<file path="src/rtl/palette_lookup_arbiter.sv">
// palette_lookup_arbiter: shared writable RGB palette with round-robin lookup arbitration.
// Several sprite pipelines present colour indices. One lookup is granted per cycle,
// and its result is returned one cycle later.
// Optional feature macro: PALETTE_DOUBLE_BUFFER_EN. When it is defined, the palette
// has two banks. Writes go to the inactive bank, and i_frame_sync swaps the banks.
module palette_lookup_arbiter #(
    parameter int unsigned NUM_REQ = 4,
    parameter int unsigned IDX_W   = 4
) (
    input  logic                       i_clk,
    input  logic                       i_rst,
    input  logic [NUM_REQ-1:0]         i_req_valid,
    input  logic [NUM_REQ*IDX_W-1:0]   i_req_index,
    output logic [NUM_REQ-1:0]         o_req_ready,
    output logic                       o_rsp_valid,
    output logic [$clog2(NUM_REQ)-1:0] o_rsp_id,
    output logic [11:0]                o_rsp_rgb,
    output logic                       o_rsp_transparent,
    input  logic                       i_cfg_we,
    input  logic [IDX_W-1:0]           i_cfg_addr,
    input  logic [11:0]                i_cfg_data,
    input  logic                       i_frame_sync
);

    localparam int unsigned ID_W  = $clog2(NUM_REQ);
    localparam int unsigned DEPTH = 2 ** IDX_W;
    localparam int unsigned RGB_W = 12;

    logic [ID_W-1:0]  r_rr_ptr;
    logic             r_rsp_valid;
    logic [ID_W-1:0]  r_rsp_id;
    logic [RGB_W-1:0] r_rsp_rgb;
    logic             r_rsp_transparent;

    logic             w_grant_found;
    logic [ID_W-1:0]  w_grant_id;
    logic [IDX_W-1:0] w_sel_index;
    logic [RGB_W-1:0] w_lookup_rgb;
    logic             w_cfg_block;

`ifdef PALETTE_DOUBLE_BUFFER_EN
    logic             r_bank;
    logic [RGB_W-1:0] r_palette [2][DEPTH];

    // Writes go to the shadow bank, so they never stall the sprite pipelines.
    assign w_cfg_block  = 1'b0;
    assign w_lookup_rgb = r_palette[r_bank][w_sel_index];

    // Bank select flips at each vblank pulse.
    always_ff @(posedge i_clk or posedge i_rst) begin
        if (i_rst) begin
            r_bank <= 1'b0;
        end else if (i_frame_sync) begin
            r_bank <= ~r_bank;
        end
    end

    // Palette storage. The target is the bank that is inactive before this edge.
    always_ff @(posedge i_clk or posedge i_rst) begin
        if (i_rst) begin
            for (int unsigned b = 0; b < 2; b++) begin
                for (int unsigned e = 0; e < DEPTH; e++) begin
                    r_palette[b][e] <= '0;
                end
            end
        end else if (i_cfg_we) begin
            r_palette[~r_bank][i_cfg_addr] <= i_cfg_data;
        end
    end
`else
    logic             w_unused_frame_sync;
    logic [RGB_W-1:0] r_palette [DEPTH];

    // A config write owns the cycle, so a read and a write never meet at the same edge.
    assign w_cfg_block         = i_cfg_we;
    assign w_lookup_rgb        = r_palette[w_sel_index];
    assign w_unused_frame_sync = i_frame_sync;

    // Single-bank palette storage, written only by the config port.
    always_ff @(posedge i_clk or posedge i_rst) begin
        if (i_rst) begin
            for (int unsigned e = 0; e < DEPTH; e++) begin
                r_palette[e] <= '0;
            end
        end else if (i_cfg_we) begin
            r_palette[i_cfg_addr] <= i_cfg_data;
        end
    end
`endif

    // Round-robin search starting at r_rr_ptr. No grant is made during reset or a blocking write.
    always_comb begin
        w_grant_found = 1'b0;
        w_grant_id    = '0;
        o_req_ready   = '0;
        if (!i_rst && !w_cfg_block) begin
            for (int unsigned k = 0; k < NUM_REQ; k++) begin
                if (!w_grant_found &&
                    i_req_valid[ID_W'((int'(r_rr_ptr) + int'(k)) % int'(NUM_REQ))]) begin
                    w_grant_found = 1'b1;
                    w_grant_id    = ID_W'((int'(r_rr_ptr) + int'(k)) % int'(NUM_REQ));
                end
            end
            if (w_grant_found) begin
                o_req_ready[w_grant_id] = 1'b1;
            end
        end
    end

    // Pick out the colour index of the granted requester.
    always_comb begin
        w_sel_index = '0;
        for (int unsigned i = 0; i < NUM_REQ; i++) begin
            if (w_grant_id == ID_W'(i)) begin
                w_sel_index = i_req_index[i*IDX_W +: IDX_W];
            end
        end
    end

    // After a grant, the pointer moves one place past the winner. Otherwise it holds.
    always_ff @(posedge i_clk or posedge i_rst) begin
        if (i_rst) begin
            r_rr_ptr <= '0;
        end else if (w_grant_found) begin
            r_rr_ptr <= (w_grant_id == ID_W'(NUM_REQ - 1)) ? '0 : w_grant_id + 1'b1;
        end
    end

    // One-cycle lookup response. The data fields hold their values while no lookup is granted.
    always_ff @(posedge i_clk or posedge i_rst) begin
        if (i_rst) begin
            r_rsp_valid       <= 1'b0;
            r_rsp_id          <= '0;
            r_rsp_rgb         <= '0;
            r_rsp_transparent <= 1'b0;
        end else begin
            r_rsp_valid <= w_grant_found;
            if (w_grant_found) begin
                r_rsp_id          <= w_grant_id;
                r_rsp_rgb         <= w_lookup_rgb;
                r_rsp_transparent <= (w_sel_index == '0);
            end
        end
    end

    assign o_rsp_valid       = r_rsp_valid;
    assign o_rsp_id          = r_rsp_id;
    assign o_rsp_rgb         = r_rsp_rgb;
    assign o_rsp_transparent = r_rsp_transparent;

endmodule

</file>
<file path="config.mk">
export PLATFORM = sky130hd
export DESIGN_NAME = palette_lookup_arbiter
export DESIGN_NICKNAME = d
export VERILOG_FILES = /design/src/rtl/palette_lookup_arbiter.sv
export SDC_FILE = /design/constraint.sdc
export NUM_CORES = 1
export LEC_CHECK = 0
export BUFFER_PORTS_ARGS = -buffer_cell sky130_fd_sc_hd__buf_2
export CAP_MARGIN = 0
export CORE_MARGIN = 5
export CORE_UTILIZATION = 66
export DETAILED_ROUTE_END_ITERATION = 16
export GPL_ROUTABILITY_DRIVEN = 0
export PLACE_DENSITY_LB_ADDON = 0.05
export SYNTH_ARGS = -nofsm -noshare
export SYNTH_HDL_FRONTEND = slang
export SYNTH_SLANG_ARGS = --single-unit
</file>
<file path="constraint.sdc">
create_clock -name i_clk -period 17.17 [get_ports i_clk]
set_clock_uncertainty 0.2 [all_clocks]
set_input_delay 1.717 -clock i_clk [delete_from_list [all_inputs] [get_ports i_clk]]
set_output_delay 1.717 -clock i_clk [all_outputs]
set_load 0.01 [all_outputs]
</file>
# Yosys cells after proc, flatten, opt, wreduce, memory -nomap -nowiden
# Cells that the tools add are included.
# word_totals
in_bits	40
latch_bits	0
mem_bits_rw	0
output_inout_bits	20
reg_bits	210
mem_bits_ro	0
n_memories	0
# classes
mul	0
n_reduce_logical	13
n_mux	42
n_div	0
n_eq_ne	3
bitwise_logic	2
n_lt_le_gt_ge	9
shift	0
add_sub_neg	4
# op_table
operator	count
$bwmux W192	1
$bmux W12 S4	1
$demux W12 S4	1
$mux W12	3
$mux W4	6
$mux W1	18
$lt A2 B4 Y1 const B	4
$mux W2	7
$ge A5 B5 Y1 const B	2
$not A4 Y5	2
$bmux W1 S2	4
$logic_and A1 B1 Y1	6
$logic_not A1 Y1	5
$lt A5 B1 Y1 const B	1
$add A2 B1 Y2 const B	2
$add A2 B2 Y2 const B	2
$eq A2 B2 Y1 const B	2
$logic_not A4 Y1	1
$lt A2 B3 Y1 const B	1
$demux W1 S2	1
$eq A2 B1 Y1 const B	1
$ge A2 B1 Y1 const B	1
$logic_not A2 Y1	1

# Logic depth before layout (Yosys ltp)
# depth
word_depth	27
mapped_depth	16

# Worst setup path before layout
# No wires, ideal clock.
# synth_path
path_type	input to output
startpoint	in i_req_valid[2]
endpoint	out o_req_ready[1]
t_required_ns	15.253
setup_slack_ns	12.612
n_path_buf	0
t_arrival_ns	2.641
stages	5
path_cell_list	mux2i_1 > nor2_1 > a311oi_1 > nand2_1 > nor2_1
# synth_between
elab_chain_len	23
word_cells_on_any_way	38
cone_classes	order compare (2); mux (29); reduce/logical (7)
# synth_rtl
item	line	rtl
from (decl)	12	input logic [NUM_REQ-1:0] i_req_valid,
$bmux W1 S2	99	i_req_valid[ID_W'((int'(r_rr_ptr) + int'(k)) % int'(NUM_REQ))]) begin
$mux W1 (implied by the code) (2 in series)	99	
$mux W1	98	if (!w_grant_found &&
$mux W1	96	if (!i_rst && !w_cfg_block) begin
$logic_not A1 Y1	98	
$logic_and A1 B1 Y1	98	
$mux W1	98	
$mux W1	96	
[6 not listed]	-	
$mux W2	98	
$mux W2	96	
$lt A2 B3 Y1 (implied by the code) / $ge A2 B1 Y1 (equally long branches)	105	o_req_ready[w_grant_id] = 1'b1;
$logic_and A1 B1 Y1 (implied by the code)	105	
$mux W1 (implied by the code)	105	
$demux W1 S2	105	
$mux W4 (*)	104	if (w_grant_found) begin
$mux W4 (*)	96	
to (decl)	14	output logic [NUM_REQ-1:0] o_req_ready,
# Every way passes the cells marked *; elsewhere a longest branch is shown, timed or not. The select of a mux whose other input is x is not followed.

# Worst setup path after layout
# layout_path
startpoint	in i_req_valid[0]
endpoint	reg r_rsp_rgb[2], in the netlist o_rsp_rgb[2]
# layout_between
elab_chain_len	27
word_cells_on_any_way	45
cone_classes	eq/ne (3); mux (34); bitwise (1); reduce/logical (7)
# layout_rtl
item	line	rtl
$bmux W1 S2	99	
$mux W1 (implied by the code) (2 in series)	99	
$mux W1	98	
$mux W1	96	
$logic_not A1 Y1	98	
$logic_and A1 B1 Y1	98	
$mux W1	98	
$mux W1	96	
[7 not listed]	-	
$mux W2 (*) (2 in series)	96	
named net w_grant_id[0]	36	logic [ID_W-1:0] w_grant_id;
$logic_not A2 Y1	114	if (w_grant_id == ID_W'(i)) begin
$mux W4 (3 in series)	114	
$mux W4 (*)	114	
$not A4 Y5 (implied by the code) (*)	76	assign w_lookup_rgb = r_palette[w_sel_index];
$bmux W12 S4 (*)	76	
$mux W12 (implied by the code) (*) (2 in series)	76	
to (signal assigned)	140	r_rsp_rgb <= w_lookup_rgb;
to (decl)	32	logic [RGB_W-1:0] r_rsp_rgb;
# The timed path passes the listed nets; every way through them passes the cells marked *. The select of a mux whose other input is x is not followed.
# A chain may end at the register's enable or synchronous reset.

==> run_summary.xml <==
<?xml version="1.0" encoding="UTF-8"?>
<metrics>
  <group name="flow_run">
    <metric name="timing.max_cap.violations" unit="">0</metric>
  </group>
  <group name="clocking">
    <metric name="clockBufferDepth" unit="">3</metric>
    <metric name="ctsHtreeMaxLevel" unit="">1</metric>
    <metric name="cts_sinks" unit="">210</metric>
    <metric name="postCtsResizedCells" unit="">0</metric>
    <metric name="clock_tree.root_cell" unit="">sky130_fd_sc_hd__clkbuf_16</metric>
    <metric name="clk_latency" unit="ps">500</metric>
    <metric name="cts_made_buffers" unit="">23</metric>
    <metric name="cts.clk_slew.worst_paths" unit="ps">60</metric>
    <metric name="ctsHoldBuffers" unit="">0</metric>
    <metric name="cts.repair_timing.setup_buffer_count" unit="">0</metric>
    <metric name="tritoncts" unit="">built</metric>
  </group>
  <group name="grt">
    <metric name="grt_start_max_net_pins" unit="">153</metric>
    <metric name="number_of_global_route_vias_before_repair" unit="">7149</metric>
    <metric name="grt_overflow" unit="">0</metric>
    <metric name="first_pass_grt_wire_length" unit="um">37800</metric>
    <metric name="grt.total_usage" unit="%">26.9</metric>
    <metric name="initial_antenna_violation_count" unit="">0</metric>
  </group>
  <group name="worst_hold_path">
    <metric name="holdCritPathClass" unit="">reg -&gt; reg</metric>
  </group>
  <group name="synthesis">
    <metric name="synth_fp_nets" unit="">842</metric>
    <metric name="post_synth_instance_area" unit="um^2">9970</metric>
    <metric name="post_synth_most_frequent_cells" unit="">sky130_fd_sc_hd__dfrtp_1, sky130_fd_sc_hd__mux2_2, sky130_fd_sc_hd__mux2i_1, sky130_fd_sc_hd__nand2_1, sky130_fd_sc_hd__clkbuf_1</metric>
    <metric name="ys_async_sr_fraction" unit="%">100</metric>
    <metric name="netlist.top_cell.by_area" unit="">sky130_fd_sc_hd__dfrtp_1</metric>
    <metric name="syn-instance-count" unit="">798</metric>
    <metric name="ys_top_cells_by_area" unit="">sky130_fd_sc_hd__dfrtp_1, sky130_fd_sc_hd__mux2_2, sky130_fd_sc_hd__mux2i_1, sky130_fd_sc_hd__nand2_1, sky130_fd_sc_hd__nand4_1</metric>
    <metric name="synth-edff-count" unit="">0</metric>
    <metric name="synth.lib_cells_used.distinct" unit="">43</metric>
    <metric name="synthesis.area_per_instance" unit="um^2">12.5</metric>
    <metric name="sequential_cell_area_fraction_in_the_yosys_report" unit="%">52.7</metric>
    <metric name="top_cell_type_s_share_of_synthesized_area" unit="%">52.7</metric>
    <metric name="synth-seq-cells" unit="">210</metric>
    <metric name="most_repeated_cell_in_the_gate_level_netlist_after_synthesis" unit="">sky130_fd_sc_hd__dfrtp_1</metric>
    <metric name="synth_top_flop_cell" unit="">sky130_fd_sc_hd__dfrtp_1</metric>
    <metric name="yosys_warnings" unit="">0</metric>
  </group>
  <group name="place">
    <metric name="detailed_place.area" unit="um^2">10400</metric>
    <metric name="buffers_added_on_ports" unit="">58</metric>
    <metric name="hpwl" unit="um">14200</metric>
  </group>
  <group name="sta">
    <metric name="timing.slew.headroom" unit="%">15.5</metric>
    <metric name="max_freq" unit="MHz">171</metric>
    <metric name="fin_crit" unit="ps">5850</metric>
    <metric name="tns" unit="ps">0</metric>
    <metric name="final-max-slew-violation-count" unit="">0</metric>
    <metric name="worst_hold_slack" unit="ps">271</metric>
    <metric name="slew_at_the_pin_closest_to_its_max_slew_limit" unit="ps">1260</metric>
    <metric name="finalHoldViolCount" unit="">0</metric>
    <metric name="setup_viol" unit="">0</metric>
    <metric name="grt_setup_unrepaired" unit="">no</metric>
    <metric name="post-route-period-util" unit="%">34.1</metric>
  </group>
  <group name="cells_and_area">
    <metric name="final_design_area_no_fill" unit="um^2">11100</metric>
    <metric name="antennaDiodeCount" unit="">0</metric>
    <metric name="utilization" unit="%">73.6</metric>
    <metric name="multiInputGateArea" unit="um^2">4430</metric>
    <metric name="post_route_cells_drive_above_1_share" unit="%">36.5</metric>
    <metric name="syn2layout_area_growth" unit="%">11.0</metric>
    <metric name="final.fill_count" unit="">1020</metric>
    <metric name="final_layout_net_count" unit="">883</metric>
    <metric name="ff_latch_area" unit="um^2">5260</metric>
  </group>
  <group name="drt">
    <metric name="drt_first_iter_violations" unit="">453</metric>
    <metric name="detail_route.wirelength" unit="um">23200</metric>
    <metric name="vias_per_instance" unit="">6.39</metric>
    <metric name="firstDrtPassIters" unit="">5</metric>
    <metric name="drt_drc_violations_left" unit="">0</metric>
    <metric name="count_of_nets_left_with_antenna_violations_after_detail_routing" unit="">0</metric>
    <metric name="total_vias_in_the_final_route" unit="">6630</metric>
    <metric name="drt-wirelength-per-cell" unit="um">22.3</metric>
  </group>
  <group name="floorplan">
    <metric name="ios" unit="">60</metric>
    <metric name="die_x" unit="um">133</metric>
    <metric name="coreArea" unit="um^2">15000</metric>
    <metric name="rows" unit="">45</metric>
    <metric name="starting_density" unit="%">66.3</metric>
    <metric name="die_h" unit="um">133</metric>
    <metric name="die_area" unit="um^2">17700</metric>
  </group>
  <group name="setup_path">
    <metric name="cp-end-kind" unit="">flop</metric>
    <metric name="worstPathCellList" unit="">buf_2 -&gt; mux2i_1 -&gt; nor2_1 -&gt; a311oi_1 -&gt; nand2_1 -&gt; inv_1 -&gt; ha_1 -&gt; and3b_1 -&gt; o211ai_4 -&gt; buf_4 -&gt; buf_4 -&gt; mux2i_1 -&gt; nor3_1 -&gt; nor4_1 -&gt; a21oi_1</metric>
    <metric name="required" unit="ps">17320</metric>
    <metric name="max_stage_delay" unit="ps">750</metric>
    <metric name="element_type_at_the_critical_path_start" unit="">input pin</metric>
    <metric name="worstSetupPathType" unit="">in -&gt; reg</metric>
    <metric name="cpMaxStageDelayCell" unit="">sky130_fd_sc_hd__buf_4</metric>
    <metric name="crit_path_max_fanout" unit="">50</metric>
    <metric name="critical_path_arrival" unit="ps">6000</metric>
  </group>
  <group name="pwr">
    <metric name="ir_drop" unit="mV">0.0976</metric>
    <metric name="static-leakage-power" unit="uW">0.00503</metric>
    <metric name="power.density" unit="nW/um^2">130</metric>
  </group>
  <group name="run_status">
    <metric name="run_status" unit="">finished, final reports clean</metric>
  </group>
</metrics>
==> report_power, final <==
group	internal [uW]	leakage [uW]	switching (uW)
combinational	156	0.00212	161
sequential	610	0.00257	62.2
clock	264	0.000333	181
==> critical path: cells and delay by family <==
kind	cells	cell delay [ps]
multiplexers	2	440
buffers and inverters	4	1490
adder cells (fa/ha/maj)	1	370
AO/OA/AOI/OAI	3	810
AND/OR/NAND/NOR	5	1120
==> layout by cell type (no fill, tap or decap), drive strengths merged, types with 2 or more instances in the layout <==
master	count
o211ai	2
nor3	28
nand4	24
o2111ai	12
nand2	65
nor2b	2
clkbuf	32
mux2i	85
a221oi	3
nor4	13
a21oi	17
nor2	27
a221o	2
mux2	192
buf	77
nand3	3
o22ai	3
nand2b	8
o32ai	12
inv	9
dfrtp	210
ha	4
or3	3
==> cell type report <==
type / count / share of cell area, %
clock buffer: 32 / 5.96
clock inverter: 3 / 0.192
inverter: 8 / 0.339
multi-input combinational: 519 / 40.0
sequential: 210 / 47.5
tap: 188 / 2.13
timing repair buffer: 77 / 3.91
==> cells by family (layout without fill, tap and decap cells) <==
family / Yosys count / count (layout) / synth area share, %
flops: 210 / 210 / 52.7
compound gates: 59 / 59 / 4.82
fa+ha+maj: 4 / 4 / 0.502
buf+inv: 69 / 120 / 3.13
simple gates: 179 / 179 / 8.61
mux: 277 / 277 / 30.2
==> through the flow <==
step,total power [uW],instances,setup slack [ps]
after global routing,1510,1037,11060
after global placement,971,1002,11120
final,1440,1037,11320
after CTS,1440,1037,11360
after detailed placement,995,1002,10900
after floorplan,904,798,9520
==> path summary, 6_finish.rpt <==
| path | from | end | cells past startpoint | slack (ps) |
|---|---|---|---|---|
| worst max-delay path | i_req_valid[0] | o_rsp_rgb[2] | 15 | 11320 |
| worst min-delay path | o_rsp_id[0] | o_rsp_id[0] | 2 | 270 |
| worst max register to register | r_rr_ptr[1] | o_rsp_rgb[2] | 14 | 12140 |
| worst min register to register | o_rsp_id[0] | o_rsp_id[0] | 2 | 270 |
| max in group asynchronous | i_rst | r_palette[89] | 3 | 14150 |
| min in group asynchronous | i_rst | r_rr_ptr[1] | 2 | 1270 |
==> sequential cells by signal, summed over array words and instances, names as in the netlist <==
name               count
o_rsp_valid            1
o_rsp_transparent      1
r_rr_ptr               2
o_rsp_rgb             12
r_palette            192
o_rsp_id               2
==> layer usage <==
layer / part of all wire [%] / global-route usage (%) / vias up
met3: 6.1 / 4.11 / 42
met1: 42 / 36.6 / 3376
met5: 0 / 0 / -
met2: 49 / 44.6 / 227
li1: - / - / 2985
met4: 2.1 / 9.06 / 0
(Power assumes the default switching activity.)
